==> src/rtl/maze_pkg.sv <==
// Shared constants and types for the maze engine movement scheduler.
// Actor indices, FSM state encoding and a one-hot to index helper.
package maze_pkg;

  localparam int N_ACT      = 3;
  localparam int ACT_PAC    = 0;
  localparam int ACT_CLYDE  = 1;
  localparam int ACT_BLINKY = 2;

  typedef enum logic {
    S_IDLE  = 1'b0,
    S_GRANT = 1'b1
  } sched_state_e;

  function automatic logic [1:0] onehot_idx(
    input logic [N_ACT-1:0] oh
  );
    logic [1:0] idx;
    idx = 2'd0;
    unique case (1'b1)
      oh[ACT_CLYDE]:  idx = 2'd1;
      oh[ACT_BLINKY]: idx = 2'd2;
      default:        idx = 2'd0;
    endcase
    return idx;
  endfunction

endpackage

==> src/rtl/rr_arbiter3.sv <==
// Three-way round-robin pick: search starts just above the last winner.
// Purely combinational; returns a one-hot grant or zero.
module rr_arbiter3
  import maze_pkg::*;
(
  input  logic [N_ACT-1:0] req,
  input  logic [1:0]       ptr,
  output logic [N_ACT-1:0] gnt
);

  always_comb begin
    gnt = '0;
    case (ptr)
      2'd0: begin
        if (req[1])      gnt = 3'b010;
        else if (req[2]) gnt = 3'b100;
        else if (req[0]) gnt = 3'b001;
      end
      2'd1: begin
        if (req[2])      gnt = 3'b100;
        else if (req[0]) gnt = 3'b001;
        else if (req[1]) gnt = 3'b010;
      end
      default: begin
        if (req[0])      gnt = 3'b001;
        else if (req[1]) gnt = 3'b010;
        else if (req[2]) gnt = 3'b100;
      end
    endcase
  end

endmodule

==> src/rtl/move_scheduler.sv <==
// Actor move scheduler: base-tick divider, per-actor period counters,
// pending/overrun tracking and a round-robin grant FSM.
module move_scheduler
  import maze_pkg::*;
#(
  parameter int BASE_DIV = 33554432,
  parameter int CNT_W    = 26
) (
  input  logic             clk,
  input  logic             rst_n,
  input  logic             en,
  input  logic             frightened,
  input  logic [3:0]       period_pac,
  input  logic [3:0]       period_ghost,
  input  logic             move_ack,
  output logic [N_ACT-1:0] grant,
  output logic [N_ACT-1:0] pending,
  output logic             base_tick,
  output logic             mouth_open,
  output logic             overrun
);

  sched_state_e state_q, state_d;

  logic [CNT_W-1:0] div_q, div_d;
  logic             tick_q, tick_d;
  logic [3:0]       pac_cnt_q, pac_cnt_d;
  logic [4:0]       cly_cnt_q, cly_cnt_d;
  logic [4:0]       bli_cnt_q, bli_cnt_d;
  logic [N_ACT-1:0] pend_q, pend_d;
  logic [N_ACT-1:0] grant_q, grant_d;
  logic [1:0]       ptr_q, ptr_d;
  logic             mouth_q, mouth_d;
  logic             ovr_q, ovr_d;

  logic [N_ACT-1:0] set_v, clr_v, pick;
  logic [3:0]       pac_per;
  logic [4:0]       gh_base, gh_per;
  logic             pac_exp, cly_exp, bli_exp;

  rr_arbiter3 u_arb (
    .req (pend_q),
    .ptr (ptr_q),
    .gnt (pick)
  );

  assign pac_per = (period_pac == 4'd0) ? 4'd1 : period_pac;
  assign gh_base = (period_ghost == 4'd0) ? 5'd1 : {1'b0, period_ghost};
  assign gh_per  = frightened ? (gh_base << 1) : gh_base;

  assign pac_exp = ({1'b0, pac_cnt_q} + 5'd1) >= {1'b0, pac_per};
  assign cly_exp = ({1'b0, cly_cnt_q} + 6'd1) >= {1'b0, gh_per};
  assign bli_exp = ({1'b0, bli_cnt_q} + 6'd1) >= {1'b0, gh_per};

  always_comb begin
    div_d     = div_q;
    tick_d    = 1'b0;
    pac_cnt_d = pac_cnt_q;
    cly_cnt_d = cly_cnt_q;
    bli_cnt_d = bli_cnt_q;
    set_v     = '0;
    if (en) begin
      if (div_q == CNT_W'(BASE_DIV - 1)) begin
        div_d  = '0;
        tick_d = 1'b1;
      end else begin
        div_d = div_q + CNT_W'(1);
      end
    end
    if (tick_q) begin
      pac_cnt_d = pac_exp ? 4'd0 : pac_cnt_q + 4'd1;
      cly_cnt_d = cly_exp ? 5'd0 : cly_cnt_q + 5'd1;
      bli_cnt_d = bli_exp ? 5'd0 : bli_cnt_q + 5'd1;
      set_v     = {bli_exp, cly_exp, pac_exp};
    end
  end

  // A set landing on a bit being acked in the same cycle is not an overrun.
  always_comb begin
    pend_d = (pend_q & ~clr_v) | set_v;
    ovr_d  = ovr_q | (|(set_v & pend_q & ~clr_v));
  end

  always_comb begin
    state_d = state_q;
    unique case (state_q)
      S_IDLE:  if (en && (|pend_q)) state_d = S_GRANT;
      S_GRANT: if (move_ack) state_d = S_IDLE;
      default: state_d = S_IDLE;
    endcase
  end

  always_comb begin
    grant_d = grant_q;
    clr_v   = '0;
    ptr_d   = ptr_q;
    mouth_d = mouth_q;
    unique case (state_q)
      S_IDLE: begin
        if (en && (|pend_q)) grant_d = pick;
      end
      S_GRANT: begin
        if (move_ack) begin
          clr_v   = grant_q;
          ptr_d   = onehot_idx(grant_q);
          grant_d = '0;
          mouth_d = mouth_q ^ grant_q[ACT_PAC];
        end
      end
      default: grant_d = '0;
    endcase
  end

  always_ff @(posedge clk) begin
    if (!rst_n) begin
      state_q   <= S_IDLE;
      div_q     <= '0;
      tick_q    <= 1'b0;
      pac_cnt_q <= '0;
      cly_cnt_q <= '0;
      bli_cnt_q <= '0;
      pend_q    <= '0;
      grant_q   <= '0;
      ptr_q     <= 2'd2;
      mouth_q   <= 1'b0;
      ovr_q     <= 1'b0;
    end else begin
      state_q   <= state_d;
      div_q     <= div_d;
      tick_q    <= tick_d;
      pac_cnt_q <= pac_cnt_d;
      cly_cnt_q <= cly_cnt_d;
      bli_cnt_q <= bli_cnt_d;
      pend_q    <= pend_d;
      grant_q   <= grant_d;
      ptr_q     <= ptr_d;
      mouth_q   <= mouth_d;
      ovr_q     <= ovr_d;
    end
  end

  assign grant      = grant_q;
  assign pending    = pend_q;
  assign base_tick  = tick_q;
  assign mouth_open = mouth_q;
  assign overrun    = ovr_q;

endmodule

==> config.mk <==
export PLATFORM = sky130hd
export DESIGN_NAME = move_scheduler
export DESIGN_NICKNAME = d
export VERILOG_FILES = /design/src/rtl/maze_pkg.sv /design/src/rtl/rr_arbiter3.sv /design/src/rtl/move_scheduler.sv
export SDC_FILE = /design/constraint.sdc
export NUM_CORES = 1
export LEC_CHECK = 0
export BUFFER_PORTS_ARGS = -buffer_cell sky130_fd_sc_hd__buf_2
export CAP_MARGIN = 10
export CORE_ASPECT_RATIO = 0.9
export CORE_UTILIZATION = 40
export CTS_BUF_LIST = sky130_fd_sc_hd__clkbuf_8
export DETAILED_ROUTE_END_ITERATION = 8
export PLACE_DENSITY = 0.67
export SYNTH_ARGS = -nofsm -noshare
export SYNTH_HDL_FRONTEND = slang
export SYNTH_SLANG_ARGS = --single-unit
==> constraint.sdc <==
create_clock -name clk -period 3.75 [get_ports clk]
set_input_delay 0.375 -clock clk [delete_from_list [all_inputs] [get_ports clk]]
set_output_delay 0.375 -clock clk [all_outputs]
set_load 0.02 [all_outputs]
==> flow_metrics.tcl, run 1 <==
set metrics [dict create \
    power_leakage_uw 0.00123 \
    cts-root-buf "clkbuf_8" \
    power_density_nw_per_um2 300 \
    synth_edf_count 0 \
    fillers 716 \
    area_growth_pct 8.64 \
    syn_avg_cell_area_um2 8.88 \
    ys.flop_type "dfxtp_1" \
    die_w_um 91.9 \
    yosys.cell_types.count 53 \
    synth_seq_cells 52 \
    clkSinkCount 52 \
    ant_nets 0 \
    setup_tns_ps 0 \
    hold_path.class "in2reg" \
    cts_resized 0 \
    n_antenna_cell 0 \
    routed_via_density 5.14 \
    die_h_um 82.9 \
    grt_pass1_vias 2147 \
    start_util_pct 41.4 \
    finalWirelength_um 5300 \
    slew_headroom_pct 43.1 \
    clock_skew_ps 11.8 \
    cts_hold_buf 0 \
    antenna_found_initial 0 \
    synth_top_cell_area_share_pct 35.8 \
    ys_seq_area_share_pct 35.8 \
    synth_warnings 0 \
    initialDrtViolationCount 102 \
    required_ps 4010 \
    cp-start-kind "flip-flop" \
    clkLatencyLatePin_ps 320 \
    critPathArrivalTime_ps 2630 \
    syn_inst 328 \
    cts_tree "built" \
    mappedNetlistArea_um2 2910 \
    remaining_drc_errors 0 \
    grt_pass1_wl_um 9470 \
    grt_max_degree 32 \
    async_reset_ff_share_pct 0 \
    fp-row-count 29 \
    finalHoldViolations 0 \
    period_share_pct 63.3 \
    layout_setup_ws_ps 1380 \
    synth_common_cells "52 x dfxtp_1, 32 x nor2_1, 29 x nand3_1, 22 x nand2_1, 21 x xnor2_1" \
    num_vias 2257 \
    dpl.hpwl_um 3800 \
    maxCapViolCount 0 \
    pre_cts_ws_ps 1350 \
    die-area_um2 7620 \
    fin_crit_ps 2370 \
    io_pins 22 \
    synth_area_leaders "dfxtp_1 36%, ha_1 6.9%, xnor2_1 6.3%, nand3_1 5.0%, a21boi_0 4.4%" \
    grt_remaining_overflow 0 \
    crit_type "reg2reg" \
    rsz0062_at_grt "no" \
    port_buffers 21 \
    htreeDepth 2 \
    drive_gt1_share_pct 14.7 \
    core_area_um2 7040 \
    cts_setup_buffers 0 \
    outcome "completed" \
    wl_per_cell_um 12.1 \
    cts_buffers 5 \
    ir_drop_v 0.000128 \
    dr.pass1.iters 4 \
    maxSlewViolCount 0 \
    yosysMostFrequentCell "dfxtp_1" \
    path_max_fanout 8 \
    track_usage_pct 15.3 \
    yosys.area.top_type "dfxtp_1" \
    setup_viol 0 \
    timing.fmax_mhz 421 \
    routabilityCongestion 0.788 \
    endpoint_kind "flip-flop" \
    clk_pin_slew_ps 90 \
    synth_nets 357 \
    power_uw 947 \
    tightest_slew_ps 853 \
    cts_buffer_depth 2 \
    nets 374 \
]
-- registers in the layout (all words and copies together) (netlist names) --
| name | cells |
|---|---|
| mouth_open | 1 |
| cly_cnt_q | 5 |
| ptr_q | 2 |
| base_tick | 1 |
| bli_cnt_q | 5 |
| pac_cnt_q | 4 |
| div_q | 26 |
| pending | 3 |
| overrun | 1 |
| grant | 3 |
| state_q | 1 |
-- kinds of logic after synthesis --
family	count (synthesis)	synth area share, %
simple gates	153	30.2
compound gates	52	13.2
flops	52	35.8
xor+xnor	32	9.63
buf+inv	20	3.31
fa+ha+maj	16	6.88
mux	3	1.03
-- cell type report --
type	count	area, um2	area share [%]
timing repair buffer	21	105	3.32
clock buffer	6	82.6	2.61
multi-input combinational	256	1770	56.1
clock inverter	2	10.0	0.316
tap	93	116	3.68
inverter	9	33.8	1.07
sequential	52	1040	32.9
-- path summary, 6_finish.rpt --
kind | start | to | slack, ps | cells after the start
hold reg to reg | ptr_q[0]$_SDFFE_PN0P_ | ptr_q[0]$_SDFFE_PN0P_ | 490 | 2
setup reg to reg | cly_cnt_q[0]$_SDFFE_PN0P_ | cly_cnt_q[3]$_SDFFE_PN0P_ | 1380 | 8
setup / recovery | cly_cnt_q[0]$_SDFFE_PN0P_ | cly_cnt_q[3]$_SDFFE_PN0P_ | 1380 | 8
hold / removal | move_ack | ptr_q[1]$_SDFFE_PN1P_ | 420 | 3
-- critical path, stage by stage, from the launching register on --
cell and delay [ps]:
dfxtp_1 420, ha_1 270, nand3_1 110, xnor2_1 240, ha_1 290, o2111a_1 160
a211oi_2 430, and4bb_2 300, o31a_1 110
-- placed cells by master (no fill, tap or decap), drive strengths merged, types with 3 or more instances in the layout --
cell type and n:
dfxtp 52, nor2 35, nand3 30, nand2 24, xnor2 21, buf 21
nand2b 17, a21boi 17, ha 16, xor2 11, inv 9, nor2b 9
nor3 8, o21ai 7, nand4 7, and2 6, clkbuf 6, o22ai 5
and4 5, o211ai 4, a21oi 4, and3 4, mux2i 3, a211oi 3
-- through the flow --
step	area [um2]	cells	hold slack, ps	utilization (%)
global placement	3070	431	478	43.6
floorplan	2910	328	457	-
global route	3160	439	421	44.9
CTS	3160	439	404	44.9
detailed placement	3070	431	482	43.6
finish	3160	439	415	44.9
-- report_power, final --
group / internal (uW) / leakage, uW / switching (uW) / total (uW)
clock: 148 / 0.0000510 / 182 / 329
combinational: 25.0 / 0.000758 / 32.3 / 57.3
sequential: 555 / 0.000419 / 5.33 / 561
total: 728 / 0.00123 / 219 / 947
-- layer usage --
metal  track usage [%]  share of wire [%]
met5                 0                  0
met2              24.3                 42
met4              4.55                1.5
met3              4.21                3.8
met1              20.1                 53
Note: power is estimated with default switching activity, not from simulation.
==> run 2, diff against run 1 <==
- ABC_AREA: unset -> 1
- PLACE_DENSITY: 0.67 -> 0.69
- clock period: 3.75 -> 1.9 ns (I/O delays scaled with it)
==> run 2 against run 1 <==
Effect of this change:
- the flow now finishes with violations (negative setup slack)
- first-iteration DRC count shrank 4.9%
- sequential cell count stayed put
- power is 95% higher
- utilization increased by 6.8 points
- global-route usage increased by 2.8 points
==> flow_metrics.tcl, run 2 <==
set metrics [dict create \
    outcome "finished, violations left" \
    violations "negative setup slack" \
    dr.pass1.iters 4 \
    largest_register_ffs 26 \
    dpl.hpwl_um 4880 \
    routabilityCongestion 0.880 \
    slew_headroom_pct 58.8 \
    endpoint_kind "flip-flop" \
    critPathSlowestCell "dfxtp_4" \
    synth_seq_cells 52 \
    cts_tree "built" \
    ys_seq_area_share_pct 34.3 \
    n_antenna_cell 0 \
    remaining_drc_errors 0 \
    syn_inst 430 \
    clkLatencyLatePin_ps 300 \
    rsz0062_at_grt "yes" \
    final_cells 562 \
    clock_skew_ps 10.3 \
    power_leakage_uw 0.00158 \
    antenna_found_initial 0 \
    path_max_fanout 4 \
    cts_buffer_depth 2 \
    synth_warnings 0 \
    final_cell_mix "97 x nand2_1, 57 x inv_1, 43 x dfxtp_1" \
    port_buffers 21 \
    start_util_pct 42.2 \
    initialDrtViolationCount 97 \
    core_area_um2 7180 \
    grt_pass1_vias 2665 \
    crit_chain "buf_4 > xor2_4 > ha_4 > nand2_1 > nor2_1 > nand2_1 > nand4_1 > nor2_2 > buf_4 > o21a_1" \
    synth_edf_count 0 \
    tightest_slew_ps 617 \
    maxSlewViolCount 0 \
    die_h_um 84.6 \
    max_stage_delay_ps 370 \
    cp_top_family "simple AND/OR/NAND/NOR gates" \
    io_pins 22 \
    power_density_nw_per_um2 498 \
    synth_nets 459 \
    wl_per_cell_um 12.9 \
    crit_type "reg2reg" \
    required_ps 2100 \
    dp.cells 542 \
    die_w_um 93.8 \
    reg.largest.list "div_q (26), bli_cnt_q (5), cly_cnt_q (5)" \
    routed_via_density 5.01 \
    hold_path.class "in2reg" \
    cts_hold_buf 0 \
    drive_gt1_share_pct 26.0 \
    whs_ps 150 \
    ys.flop_type "dfxtp_1" \
    syn_avg_cell_area_um2 7.06 \
    cts-root-buf "clkbuf_8" \
    synth_common_cells "106 x nand2_1, 60 x inv_1, 52 x dfxtp_1, 38 x nor2_1, 35 x a21oi_1" \
    period_share_pct 102 \
    yosysMostFrequentCell "nand2_1" \
    htreeDepth 2 \
    crit_buf_inv 2 \
    fin_crit_ps 1940 \
    synth_top_cell_area_share_pct 34.3 \
    final_common_cell "nand2_1" \
    yosys.area.top_type "dfxtp_1" \
    finalHoldViolations 0 \
    maxCapViolCount 0 \
    clk_pin_slew_ps 90 \
    num_vias 2813 \
    synth_area_leaders "dfxtp_1 34%, nand2_1 13%, inv_1 7.4%, ha_1 6.6%, a21oi_1 5.8%" \
    cts_buffers 5 \
    ir_drop_v 0.000313 \
    fp-row-count 29 \
    mappedNetlistArea_um2 3030 \
    critPathArrivalTime_ps 2140 \
    clkSinkCount 52 \
    async_reset_ff_share_pct 0 \
    track_usage_pct 18.1 \
    timing.fmax_mhz 515 \
    ant_nets 0 \
    area_growth_pct 22.4 \
    grt_remaining_overflow 0 \
    yosys.cell_types.count 37 \
    regMostFlops "div_q" \
    power_uw 1850 \
    nets 498 \
    die-area_um2 7940 \
    grt_pass1_wl_um 11600 \
    layout_setup_ws_ps -42.8 \
    cp-start-kind "flip-flop" \
    grt_max_degree 26 \
    finalWirelength_um 7250 \
    setup_viol 1 \
]
run 2: changes by cell type in the layout (fill, tap and decap cells not counted), sizes merged, moves of 9 or more:
cell	delta
nand2	+87
a21oi	+31
a21boi	-17
nor2	+15
buf	+18
inv	+55
nand2b	-17
nor2b	-9
xnor2	-14
run 2: worst register-to-register path, delay by kind of cell (launching register included):
kind	cells	cell delay (ps)
buffers and inverters	2	310
flip-flops	1	370
adder cells (fa/ha/maj)	1	290
AND/OR/NAND/NOR	5	540
XOR/XNOR	1	190
AO/OA/AOI/OAI	1	150
run 2: kinds of logic after synthesis:
family                   after synthesis  synth area share (%)
buffers and inverters                 72                  9.36
flip-flops                            52                  34.3
AO/OA/AOI/OAI                         55                  10.1
AND/OR/NAND/NOR                      216                  34.1
adder cells (fa/ha/maj)               16                  6.60
XOR/XNOR                              19                  5.48
run 2: path summary, 6_finish.rpt:
| kind | startpoint | to | slack (ps) | cells after the start |
|---|---|---|---|---|
| max reg2reg | pac_cnt_q[2]$_SDFFE_PN0P_ | pac_cnt_q[0]$_SDFFE_PN0P_ | -40 | 10 |
| min | rst_n | ptr_q[1]$_SDFFE_PN1P_ | 150 | 2 |
| max | pac_cnt_q[2]$_SDFFE_PN0P_ | pac_cnt_q[0]$_SDFFE_PN0P_ | -40 | 10 |
| min reg2reg | div_q[25]$_SDFFE_PN0P_ | div_q[25]$_SDFFE_PN0P_ | 470 | 2 |
run 2: final cells by class:
cell class / count / area (um2)
Clock buffer: 6 / 82.6
Clock inverter: 1 / 8.76
Fill cell: 692 / 3470
Inverter: 65 / 249
Multi-Input combinational cell: 306 / 1940
Sequential cell: 52 / 1070
Tap cell: 93 / 116
Timing Repair Buffer: 39 / 253
run 2: timing repair:
item | in CTS | in global routing
gates resized for setup | 15 | 45
buffers inserted | 4 | 9
endpoints found under the setup margin | 13 | 17
pin swaps | 6 | 28
run 2: routing by layer:
metal	track usage, %	up-vias	share of wire, %
li1	-	1453	-
met1	22.8	1289	44
met2	32.2	58	50
met3	2.99	13	3.9
met4	3.64	0	1.4
met5	0	-	0
run 2: where the power goes:
group	switching, uW	internal, uW
clock network	347	291
logic	79.4	45.8
registers	2.95	1080
total	429	1420
run 2: per-stage QoR:
step           worst slack [ps]  utilization, %  setup TNS [ps]  cell area [um2]
3_3_place_gp              -32.2            45.5            -102             3270
2_1_floorplan               159               -               0             3030
4_1_cts                    3.45            47.9               0             3440
5_1_grt                    -126            51.7            -846             3710
6_report                  -42.8            51.7           -42.8             3710
3_5_place_dp              -84.5            45.5            -607             3270
